## src/rtl/serial_pkg.sv

```systemverilog
`default_nettype none
// ============================================================================
//  Module      : serial_pkg
//  Description : Shared types and helpers for the serial bit-capture path:
//                transmitter state encoding, default word width and the
//                bit-counter width function.
//                Optional feature macro used by users of this package:
//                SERIAL_TX_PARITY_EN (even-parity bit after the data).
//  Revision    : 1.0 - initial release
// ============================================================================
package serial_pkg;

   // Default data word width in bits (minimum 2).
   localparam int DEFAULT_WIDTH = 8;

   // ST_INIT holds the transmitter not-ready for the first cycle after reset.
   typedef enum logic [1:0] {
      ST_IDLE   = 2'd0,
      ST_SHIFT  = 2'd1,
      ST_PARITY = 2'd2,
      ST_INIT   = 2'd3
   } state_e;

   // Width of a counter that indexes bits 0..w-1 of a word.
   function automatic int cnt_width(input int w);
      return (w > 1) ? $clog2(w) : 1;
   endfunction

endpackage
`default_nettype wire

```

## src/rtl/serial_tx_bit_counter.sv

```systemverilog
`default_nettype none
// ============================================================================
//  Module      : bit_counter
//  Description : Bit index counter for serial shift/capture blocks.
//                Synchronous clear has priority over enable; o_terminal flags
//                the last bit index (WIDTH-1).
//  Revision    : 1.0 - initial release
// ============================================================================
module bit_counter
   import serial_pkg::*;
#(
   parameter int WIDTH = DEFAULT_WIDTH
) (
   input  logic clk,
   input  logic rst,
   input  logic i_clear,
   input  logic i_enable,
   output logic o_terminal
);

   localparam int              c_CW   = cnt_width(WIDTH);
   localparam logic [c_CW-1:0] c_LAST = c_CW'(WIDTH - 1);

   logic [c_CW-1:0] count_q;
   logic [c_CW-1:0] count_d;

   // Next count: clear wins, otherwise step when enabled.
   always_comb begin
      count_d = count_q;
      if (i_clear) begin
         count_d = '0;
      end else if (i_enable) begin
         count_d = count_q + c_CW'(1);
      end
   end

   // Count register.
   always_ff @(posedge clk) begin
      if (rst) begin
         count_q <= '0;
      end else begin
         count_q <= count_d;
      end
   end

   assign o_terminal = (count_q == c_LAST);

endmodule
`default_nettype wire

```

## src/rtl/serial_tx.sv

```systemverilog
`default_nettype none
// ============================================================================
//  Module      : serial_tx
//  Description : Parallel-in, serial-out transmitter. Accepts a word on a
//                valid/ready handshake and sends it MSB first on a registered
//                d/d_bar pair, with a frame qualifier and a one-cycle done
//                pulse after the last bit.
//                Macro SERIAL_TX_PARITY_EN: append one even-parity bit.
//  Revision    : 1.0 - initial release
// ============================================================================
module serial_tx
   import serial_pkg::*;
#(
   parameter int WIDTH = DEFAULT_WIDTH
) (
   input  logic             clock,
   input  logic             reset,
   input  logic [WIDTH-1:0] data_in,
   input  logic             load_valid,
   output logic             load_ready,
   output logic             d,
   output logic             d_bar,
   output logic             frame,
   output logic             done
);

   state_e           state_q, state_d;
   logic [WIDTH-1:0] shreg_q, shreg_d;
   logic             d_q, d_d;
   logic             d_bar_q, d_bar_d;
   logic             frame_q, frame_d;
   logic             done_q, done_d;
   logic             cnt_clear, cnt_enable, cnt_last;
   logic             accept;
`ifdef SERIAL_TX_PARITY_EN
   logic             parity_q, parity_d;
`endif

   // Ready comes straight from the state register so upstream sees no
   // combinational dependency on its own valid.
   assign load_ready = (state_q == ST_IDLE);
   assign accept     = load_valid && load_ready;

   bit_counter #(
      .WIDTH      (WIDTH)
   ) u_bit_counter (
      .clk        (clock),
      .rst        (reset),
      .i_clear    (cnt_clear),
      .i_enable   (cnt_enable),
      .o_terminal (cnt_last)
   );

   // State register; reset parks in ST_INIT so ready stays low one more cycle.
   always_ff @(posedge clock) begin
      if (reset) begin
         state_q <= ST_INIT;
      end else begin
         state_q <= state_d;
      end
   end

   // Next-state logic.
   always_comb begin
      state_d = state_q;
      case (state_q)
         ST_INIT:  state_d = ST_IDLE;
         ST_IDLE:  if (load_valid) state_d = ST_SHIFT;
         ST_SHIFT: begin
            if (cnt_last) begin
`ifdef SERIAL_TX_PARITY_EN
               state_d = ST_PARITY;
`else
               state_d = ST_IDLE;
`endif
            end
         end
`ifdef SERIAL_TX_PARITY_EN
         ST_PARITY: state_d = ST_IDLE;
`endif
         default:  state_d = ST_IDLE;
      endcase
   end

   // Output/datapath logic: computes what the output flops show next cycle.
   // The counter holds the index of the bit currently on d.
   always_comb begin
      d_d        = 1'b0;
      frame_d    = 1'b0;
      done_d     = 1'b0;
      shreg_d    = shreg_q;
      cnt_clear  = 1'b0;
      cnt_enable = 1'b0;
`ifdef SERIAL_TX_PARITY_EN
      parity_d   = parity_q;
`endif
      case (state_q)
         ST_IDLE: begin
            if (accept) begin
               d_d       = data_in[WIDTH-1];
               frame_d   = 1'b1;
               shreg_d   = {data_in[WIDTH-2:0], 1'b0};
               cnt_clear = 1'b1;
`ifdef SERIAL_TX_PARITY_EN
               parity_d  = ^data_in;
`endif
            end
         end
         ST_SHIFT: begin
            if (cnt_last) begin
`ifdef SERIAL_TX_PARITY_EN
               d_d     = parity_q;
               frame_d = 1'b1;
`else
               done_d  = 1'b1;
`endif
            end else begin
               d_d        = shreg_q[WIDTH-1];
               frame_d    = 1'b1;
               shreg_d    = {shreg_q[WIDTH-2:0], 1'b0};
               cnt_enable = 1'b1;
            end
         end
`ifdef SERIAL_TX_PARITY_EN
         ST_PARITY: done_d = 1'b1;
`endif
         default: ;
      endcase
      d_bar_d = ~d_d;
   end

   // Output and datapath registers.
   always_ff @(posedge clock) begin
      if (reset) begin
         d_q      <= 1'b0;
         d_bar_q  <= 1'b1;
         frame_q  <= 1'b0;
         done_q   <= 1'b0;
         shreg_q  <= '0;
`ifdef SERIAL_TX_PARITY_EN
         parity_q <= 1'b0;
`endif
      end else begin
         d_q      <= d_d;
         d_bar_q  <= d_bar_d;
         frame_q  <= frame_d;
         done_q   <= done_d;
         shreg_q  <= shreg_d;
`ifdef SERIAL_TX_PARITY_EN
         parity_q <= parity_d;
`endif
      end
   end

   assign d     = d_q;
   assign d_bar = d_bar_q;
   assign frame = frame_q;
   assign done  = done_q;

endmodule
`default_nettype wire

```

## config.mk

```make
export PLATFORM = sky130hd
export DESIGN_NAME = serial_tx
export DESIGN_NICKNAME = d
export VERILOG_FILES = /design/src/rtl/serial_pkg.sv /design/src/rtl/serial_tx_bit_counter.sv /design/src/rtl/serial_tx.sv
export SDC_FILE = /design/constraint.sdc
export NUM_CORES = 1
export LEC_CHECK = 0
export BUFFER_PORTS_ARGS = -buffer_cell sky130_fd_sc_hd__buf_2
export CORE_AREA = 2 2 39 41
export CTS_CLUSTER_DIAMETER = 100
export CTS_CLUSTER_SIZE = 30
export DETAILED_ROUTE_END_ITERATION = 7
export DIE_AREA = 0 0 41 43
export GPL_ROUTABILITY_DRIVEN = 0
export HOLD_SLACK_MARGIN = 0.08
export PLACE_DENSITY = 0.73
export REMOVE_ABC_BUFFERS = 1
export SKIP_CTS_REPAIR_TIMING = 1
export SYNTH_ARGS = -nofsm -noshare
export SYNTH_HDL_FRONTEND = slang
export SYNTH_SLANG_ARGS = --single-unit
export TNS_END_PERCENT = 1
```

## constraint.sdc

```tcl
create_clock -name clock -period 2.5 [get_ports clock]
set_clock_uncertainty 0.2 [all_clocks]
set_input_delay 0.25 -clock clock [delete_from_list [all_inputs] [get_ports clock]]
set_output_delay 0.25 -clock clock [all_outputs]
set_load 0.05 [all_outputs]
```

==> results.sh, run 1 <==
export IMPL_outcome="finished clean"
export IMPL_num_antenna_cells=0
export IMPL_p_sw_share_pct=23.8
export IMPL_syn_area_um2=642
export IMPL_die_area_mm2=0.00176
export IMPL_min_path_type="in2reg"
export IMPL_fin_nets=97
export IMPL_rr_startpoint="u_bit_counter.count_q[0]"
export IMPL_powerDensity_mw_per_mm2=609
export IMPL_synth_area_top_cells="dfxtp_1, mux2i_1, o2bb2ai_1, ha_1, a31oi_4"
export IMPL_grt_pass1_vias=440
export IMPL_wl_met3_um=81
export IMPL_rows=14
export IMPL_wl_met2_um=547
export IMPL_crit_slowest_cell="dfxtp_1"
export IMPL_cts_buffers=3
export IMPL_drive_above_1_share_pct=27.7
export IMPL_grt_max_degree=10
export IMPL_cts_root_buf="clkbuf_4"
export IMPL_yosysUniqueCellTypes=22
export IMPL_worst_slew_pin_slew_ns=0.450
export IMPL_crit_fanout=7
export IMPL_relSlewSlack_pct=70.0
export IMPL_hold_ws_ns=0.106
export IMPL_synth_top_area_cell="dfxtp_1"
export IMPL_drv_slew=0
export IMPL_cts_sinks=16
export IMPL_io_pins=16
export IMPL_end_kind="register"
export IMPL_post_dp_hpwl_um=762
export IMPL_grt_usage_pct=15.3
export IMPL_start_util_pct=46.4
export IMPL_async_flop_share_pct=0
export IMPL_seq_power_share_pct=53.7
export IMPL_drt_total_wl_um=1130
export IMPL_required_ns=2.50
export IMPL_dp_slack_ns=0.820
export IMPL_critPathMaxStageDelay_ns=0.33
export IMPL_syn_instance_count=58
export IMPL_arrival_ns=1.73
export IMPL_wl_per_cell_um=11.4
export IMPL_synth_edf_count=0
export IMPL_die_h_um=43
export IMPL_synth_ff_type="dfxtp_1"
export IMPL_grt_pass1_wl_um=1810
export IMPL_holdPathEnd="shreg_q[2]"
export IMPL_grt_overflow=0
export IMPL_setup_viol=0
export IMPL_top_layer="met3"
export IMPL_antenna_found_initial=0
export IMPL_detail_route_first_pass_iterations=3
export IMPL_ys_ff_latch=16
export IMPL_tns_ns=0
export IMPL_synth_top_area_share_pct=49.9
export IMPL_via_count=490
export IMPL_die_w_um=41
export IMPL_p_leak_nw=0.380
export IMPL_clock_power_share_pct=32.7
export IMPL_fmax_mhz=581
export IMPL_final_core_util_pct=60.8
export IMPL_r2r_end="shreg_q[2]"
export IMPL_min_path_cells=3
export IMPL_synthTopCellsByCount="dfxtp_1, mux2i_1, o2bb2ai_1"
export IMPL_drtAntennaViolNets=0
export IMPL_ir_worst_vdd_uv=416
export IMPL_pwr_share_comb_pct=13.6
export IMPL_post_route_drc_count=0
export IMPL_p_int_w=0.000391
export IMPL_portBuffers=15
export IMPL_final_period_utilization_pct=68.8
export IMPL_drtIter0Drc=3
export IMPL_hold_viol_final=0
export IMPL_crit_buf_inv=0
export IMPL_cts_max_path_buffers=2
export IMPL_ys_seq_area_share_pct=49.9
export IMPL_min_delay_start="data_in[1]"
export IMPL_critPathLaunchType="register"
export IMPL_finalWorstSetupSlack_ns=0.779
export IMPL_min_period_ns=1.72
export IMPL_rsz0062_at_grt="false"
export IMPL_crit_chain="ha_1, ha_1, nand2_1, nand4_1, o2bb2ai_1"
export IMPL_synthToLayoutAreaGrowth_pct=31.2
export IMPL_critPathKind="reg2reg"
export IMPL_crit_top_cell="ha_1"
export IMPL_ff2ff_path_depth=5
export IMPL_switchingPower_w=0.000122
export IMPL_h_tree_depth=1
export IMPL_core_mm2=0.00138
export IMPL_r2r_slack_ns=0.78
export IMPL_maxCapViolations=0
export IMPL_synthMostInstantiatedCell="dfxtp_1"
export IMPL_clk_latency_ns=0.28
export IMPL_yosysWarnings=0
export IMPL_clkTransAtPathRegs_ns=0.09
export IMPL_cts_tree="done"
export IMPL_cp_top_family="simple AND/OR/NAND/NOR gates"
export IMPL_wl_met1_um=496
export IMPL_synth_area_per_cell_um2=11.1
export IMPL_viasPerCell=4.95
[worst reg2reg max path: stages (launching register included)]
cell,delay [ns]
dfxtp_1,0.33
ha_1,0.19
ha_1,0.24
nand2_1,0.15
nand4_1,0.28
o2bb2ai_1,0.25
[power by group through the flow]
stage	clock (W)	sequential (W)	combinational (W)
4_1_cts	0.000174	0.000276	0.0000609
2_1_floorplan	0	0.000286	0.0000365
6_report	0.000168	0.000276	0.0000695
3_5_place_dp	0	0.000281	0.0000602
5_1_grt	0.000183	0.000277	0.0000767
3_3_place_gp	0	0.000281	0.0000595
[worst max path at each step]
| stage | from | slack (ns) | endpoint | depth (start not counted) |
|---|---|---|---|---|
| 2_1_floorplan | u_bit_counter.count_q[0] | 0.92 | d_bar | 5 |
| 4_1_cts | u_bit_counter.count_q[0] | 0.76 | shreg_q[2] | 5 |
| 5_1_grt | u_bit_counter.count_q[0] | 0.66 | shreg_q[2] | 5 |
| 6_report | u_bit_counter.count_q[0] | 0.78 | shreg_q[2] | 5 |
| 3_5_place_dp | u_bit_counter.count_q[0] | 0.82 | shreg_q[4] | 5 |
| 3_3_place_gp | u_bit_counter.count_q[0] | 0.86 | shreg_q[4] | 5 |
[sequential cells by signal (all words and copies together), names as in the netlist]
signal / count
state_q: 2
d_bar: 1
done: 1
u_bit_counter.count_q: 3
d: 1
frame: 1
shreg_q: 7
[through the flow]
stage / cell area, µm² / power [W] / cells
finish: 842 / 0.000513 / 99
floorplan: 631 / 0.000323 / 56
global placement: 726 / 0.000341 / 87
detailed placement: 726 / 0.000341 / 87
global route: 842 / 0.000537 / 99
CTS: 762 / 0.000510 / 91
[logic make-up after synthesis]
group | after synthesis | synth area share, %
simple gates | 14 | 14.0
compound gates | 13 | 17.3
flops | 16 | 49.9
xor+xnor | 1 | 1.36
buf+inv | 6 | 4.09
mux | 6 | 9.36
fa+ha+maj | 2 | 3.90
[final cells by class]
cell class                 count  area (µm²)
inverter                       4        15.0
fill                         118         542
sequential                    16         320
tap                           16        20.0
clock buffer                   4        36.3
multi-input combinational     36         295
timing repair buffer          23         155
[metal layers]
metal  up-vias  GRT usage, %
li1        255             -
met1       220          19.7
met2        15          22.5
met3         0          8.38
met4         0          2.00
met5         -             0
[cells in the final DEF (no fill, tap or decap), types with 3 or more instances in the layout]
cell type	instances
mux2i_1	6
dfxtp_1	16
clkbuf_4	3
buf_2	15
o2bb2ai_1	6
inv_1	4
dlygate4sd3_1	8
nor2_1	3
nand2_1	3
Power figures use the tool's default switching activity.
==> run 2: changes to the inputs <==
--- a/config.mk
+++ b/config.mk
@@ -6,14 +6,14 @@
 export NUM_CORES = 1
 export LEC_CHECK = 0
 export BUFFER_PORTS_ARGS = -buffer_cell sky130_fd_sc_hd__buf_2
-export CORE_AREA = 2 2 39 41
+export CORE_MARGIN = 2
+export CORE_UTILIZATION = 49
 export CTS_CLUSTER_DIAMETER = 100
 export CTS_CLUSTER_SIZE = 30
 export DETAILED_ROUTE_END_ITERATION = 7
-export DIE_AREA = 0 0 41 43
 export GPL_ROUTABILITY_DRIVEN = 0
 export HOLD_SLACK_MARGIN = 0.08
-export PLACE_DENSITY = 0.73
+export PLACE_DENSITY = 0.74
 export REMOVE_ABC_BUFFERS = 1
 export SKIP_CTS_REPAIR_TIMING = 1
 export SYNTH_ARGS = -nofsm -noshare
==> constraint.sdc (replaced) <==
create_clock -name clock -period 1.8 [get_ports clock]
set_clock_uncertainty 0.2 [all_clocks]
set_input_delay 0.18 -clock clock [delete_from_list [all_inputs] [get_ports clock]]
set_output_delay 0.18 -clock clock [all_outputs]
set_load 0.05 [all_outputs]
==> run 2 against run 1 <==
Net effect:
- register-to-register slack worse by 0.69 ns
- via count is 1.4% higher
- largest cell class unchanged
- critical path type unchanged
- largest power group unchanged
- cell area is 1.3% higher
- power is 39% higher
==> results.sh, run 2 (same netlist as run 1, synthesis figures left out) <==
export IMPL_core_mm2=0.00127
export IMPL_final_common_cell="dfxtp_1"
export IMPL_viasPerCell=5.02
export IMPL_die_h_um=40.2
export IMPL_powerDensity_mw_per_mm2=838
export IMPL_hold_ws_ns=0.126
export IMPL_p_leak_nw=0.384
export IMPL_fin_nets=98
export IMPL_largest_register="shreg_q"
export IMPL_required_ns=1.78
export IMPL_drtAntennaViolNets=0
export IMPL_die_area_mm2=0.00162
export IMPL_dp_slack_ns=0.101
export IMPL_drtIter0Drc=4
export IMPL_start_util_pct=50.6
export IMPL_relSlewSlack_pct=68.3
export IMPL_grt_use_met1_pct=19.8
export IMPL_post_route_drc_count=0
export IMPL_post_dp_hpwl_um=813
export IMPL_crit_chain="ha_1, ha_1, nor3b_4, a22oi_1, or2_1"
export IMPL_h_tree_depth=1
export IMPL_grt_pass1_wl_um=1680
export IMPL_use_met2_pct=23.8
export IMPL_wl_per_cell_um=11.6
export IMPL_rsz0062_at_grt="false"
export IMPL_antenna_found_initial=0
export IMPL_tns_ns=0
export IMPL_outcome="finished clean"
export IMPL_min_path_type="in2reg"
export IMPL_biggestRegsByFlops="shreg_q: 7 flops, u_bit_counter.count_q: 3 flops, state_q: 2 flops"
export IMPL_cts_max_path_buffers=2
export IMPL_top_usage_layer="met2"
export IMPL_rows=13
export IMPL_io_pins=16
export IMPL_grt_pass1_vias=400
export IMPL_crit_slowest_cell="dfxtp_1"
export IMPL_layout_common_cells="dfxtp_1, buf_2, dlygate4sd3_1"
export IMPL_critPathLaunchType="register"
export IMPL_crit_top_cell="ha_1"
export IMPL_num_antenna_cells=0
export IMPL_arrival_ns=1.69
export IMPL_crit_buf_inv=0
export IMPL_grt_use_met3_pct=8.33
export IMPL_cp_top_family="simple AND/OR/NAND/NOR gates"
export IMPL_die_w_um=40.2
export IMPL_drt_total_wl_um=1150
export IMPL_cts_buffers=3
export IMPL_setup_viol=0
export IMPL_via_count=497
export IMPL_grt_usage_pct=16.6
export IMPL_cts_root_buf="clkbuf_4"
export IMPL_drv_slew=0
export IMPL_end_kind="register"
export IMPL_hold_viol_final=0
export IMPL_fmax_mhz=584
export IMPL_worst_slew_pin_slew_ns=0.475
export IMPL_detail_route_first_pass_iterations=5
export IMPL_crit_fanout=5
export IMPL_final_period_utilization_pct=95.1
export IMPL_largest_reg_flops=7
export IMPL_finalWorstSetupSlack_ns=0.0886
export IMPL_grt_max_degree=10
export IMPL_portBuffers=15
export IMPL_cts_sinks=16
export IMPL_cts_tree="done"
export IMPL_fill_cells=97
export IMPL_min_period_ns=1.71
export IMPL_ir_worst_vdd_uv=599
export IMPL_clkTransAtPathRegs_ns=0.10
export IMPL_synthToLayoutAreaGrowth_pct=32.9
export IMPL_grt_overflow=0
export IMPL_maxCapViolations=0
export IMPL_drive_above_1_share_pct=28.6
export IMPL_critPathKind="reg2reg"
export IMPL_clk_latency_ns=0.28
export IMPL_critPathMaxStageDelay_ns=0.33
[run 2: cell count changes in the layout (fill, tap and decap cells not counted)]
cell           previous run  this run
dlygate4sd3_1             8         9
nand2_1                   3         2
nand2_2                   0         1
[run 2: worst paths after layout]
| path | start | end | slack (ns) | depth (start not counted) |
|---|---|---|---|---|
| max | u_bit_counter.count_q[0] | d_bar | 0.09 | 5 |
| min | load_valid | state_q[0] | 0.13 | 4 |
| max reg2reg | u_bit_counter.count_q[0] | d_bar | 0.09 | 5 |
| min reg2reg | shreg_q[6] | shreg_q[6] | 0.27 | 1 |
[run 2: worst register-to-register path, cell delays in order (launching register included)]
cell and delay [ns]:
dfxtp_1 0.33, ha_1 0.20, ha_1 0.26, nor3b_4 0.27, a22oi_1 0.13, or2_1 0.23
[run 2: routing by layer]
layer / share of wire (%) / vias to the layer above
met2: 47 / 11
met4: 0.78 / 0
li1: - / 255
met1: 47 / 229
met5: 0 / -
met3: 5.2 / 2
[run 2: report_power, final]
group / internal, W / leakage (nW) / total (W) / switching [W]
clock: 0.000123 / 0.0210 / 0.000233 / 0.000110
combinational: 0.0000496 / 0.232 / 0.0000988 / 0.0000492
sequential: 0.000371 / 0.131 / 0.000383 / 0.0000115
total: 0.000544 / 0.384 / 0.000715 / 0.000171
[run 2: through the flow]
stage | total power, W | area [µm²] | std cells | util [%]
3_3_place_gp | 0.000473 | 724 | 86 | 57.1
4_1_cts | 0.000709 | 761 | 90 | 60.0
3_5_place_dp | 0.000475 | 724 | 86 | 57.1
6_report | 0.000715 | 853 | 99 | 67.3
5_1_grt | 0.000743 | 853 | 99 | 67.3
2_1_floorplan | 0.000448 | 631 | 56 | -
[run 2: final cells by class]
cell class	count	area [µm²]	share of cell area, %
Clock buffer	4	36.3	4.25
Timing Repair Buffer	24	165	19.4
Inverter	4	15.0	1.76
Multi-Input combinational cell	36	298	34.9
Tap cell	15	18.8	2.20
Sequential cell	16	320	37.5
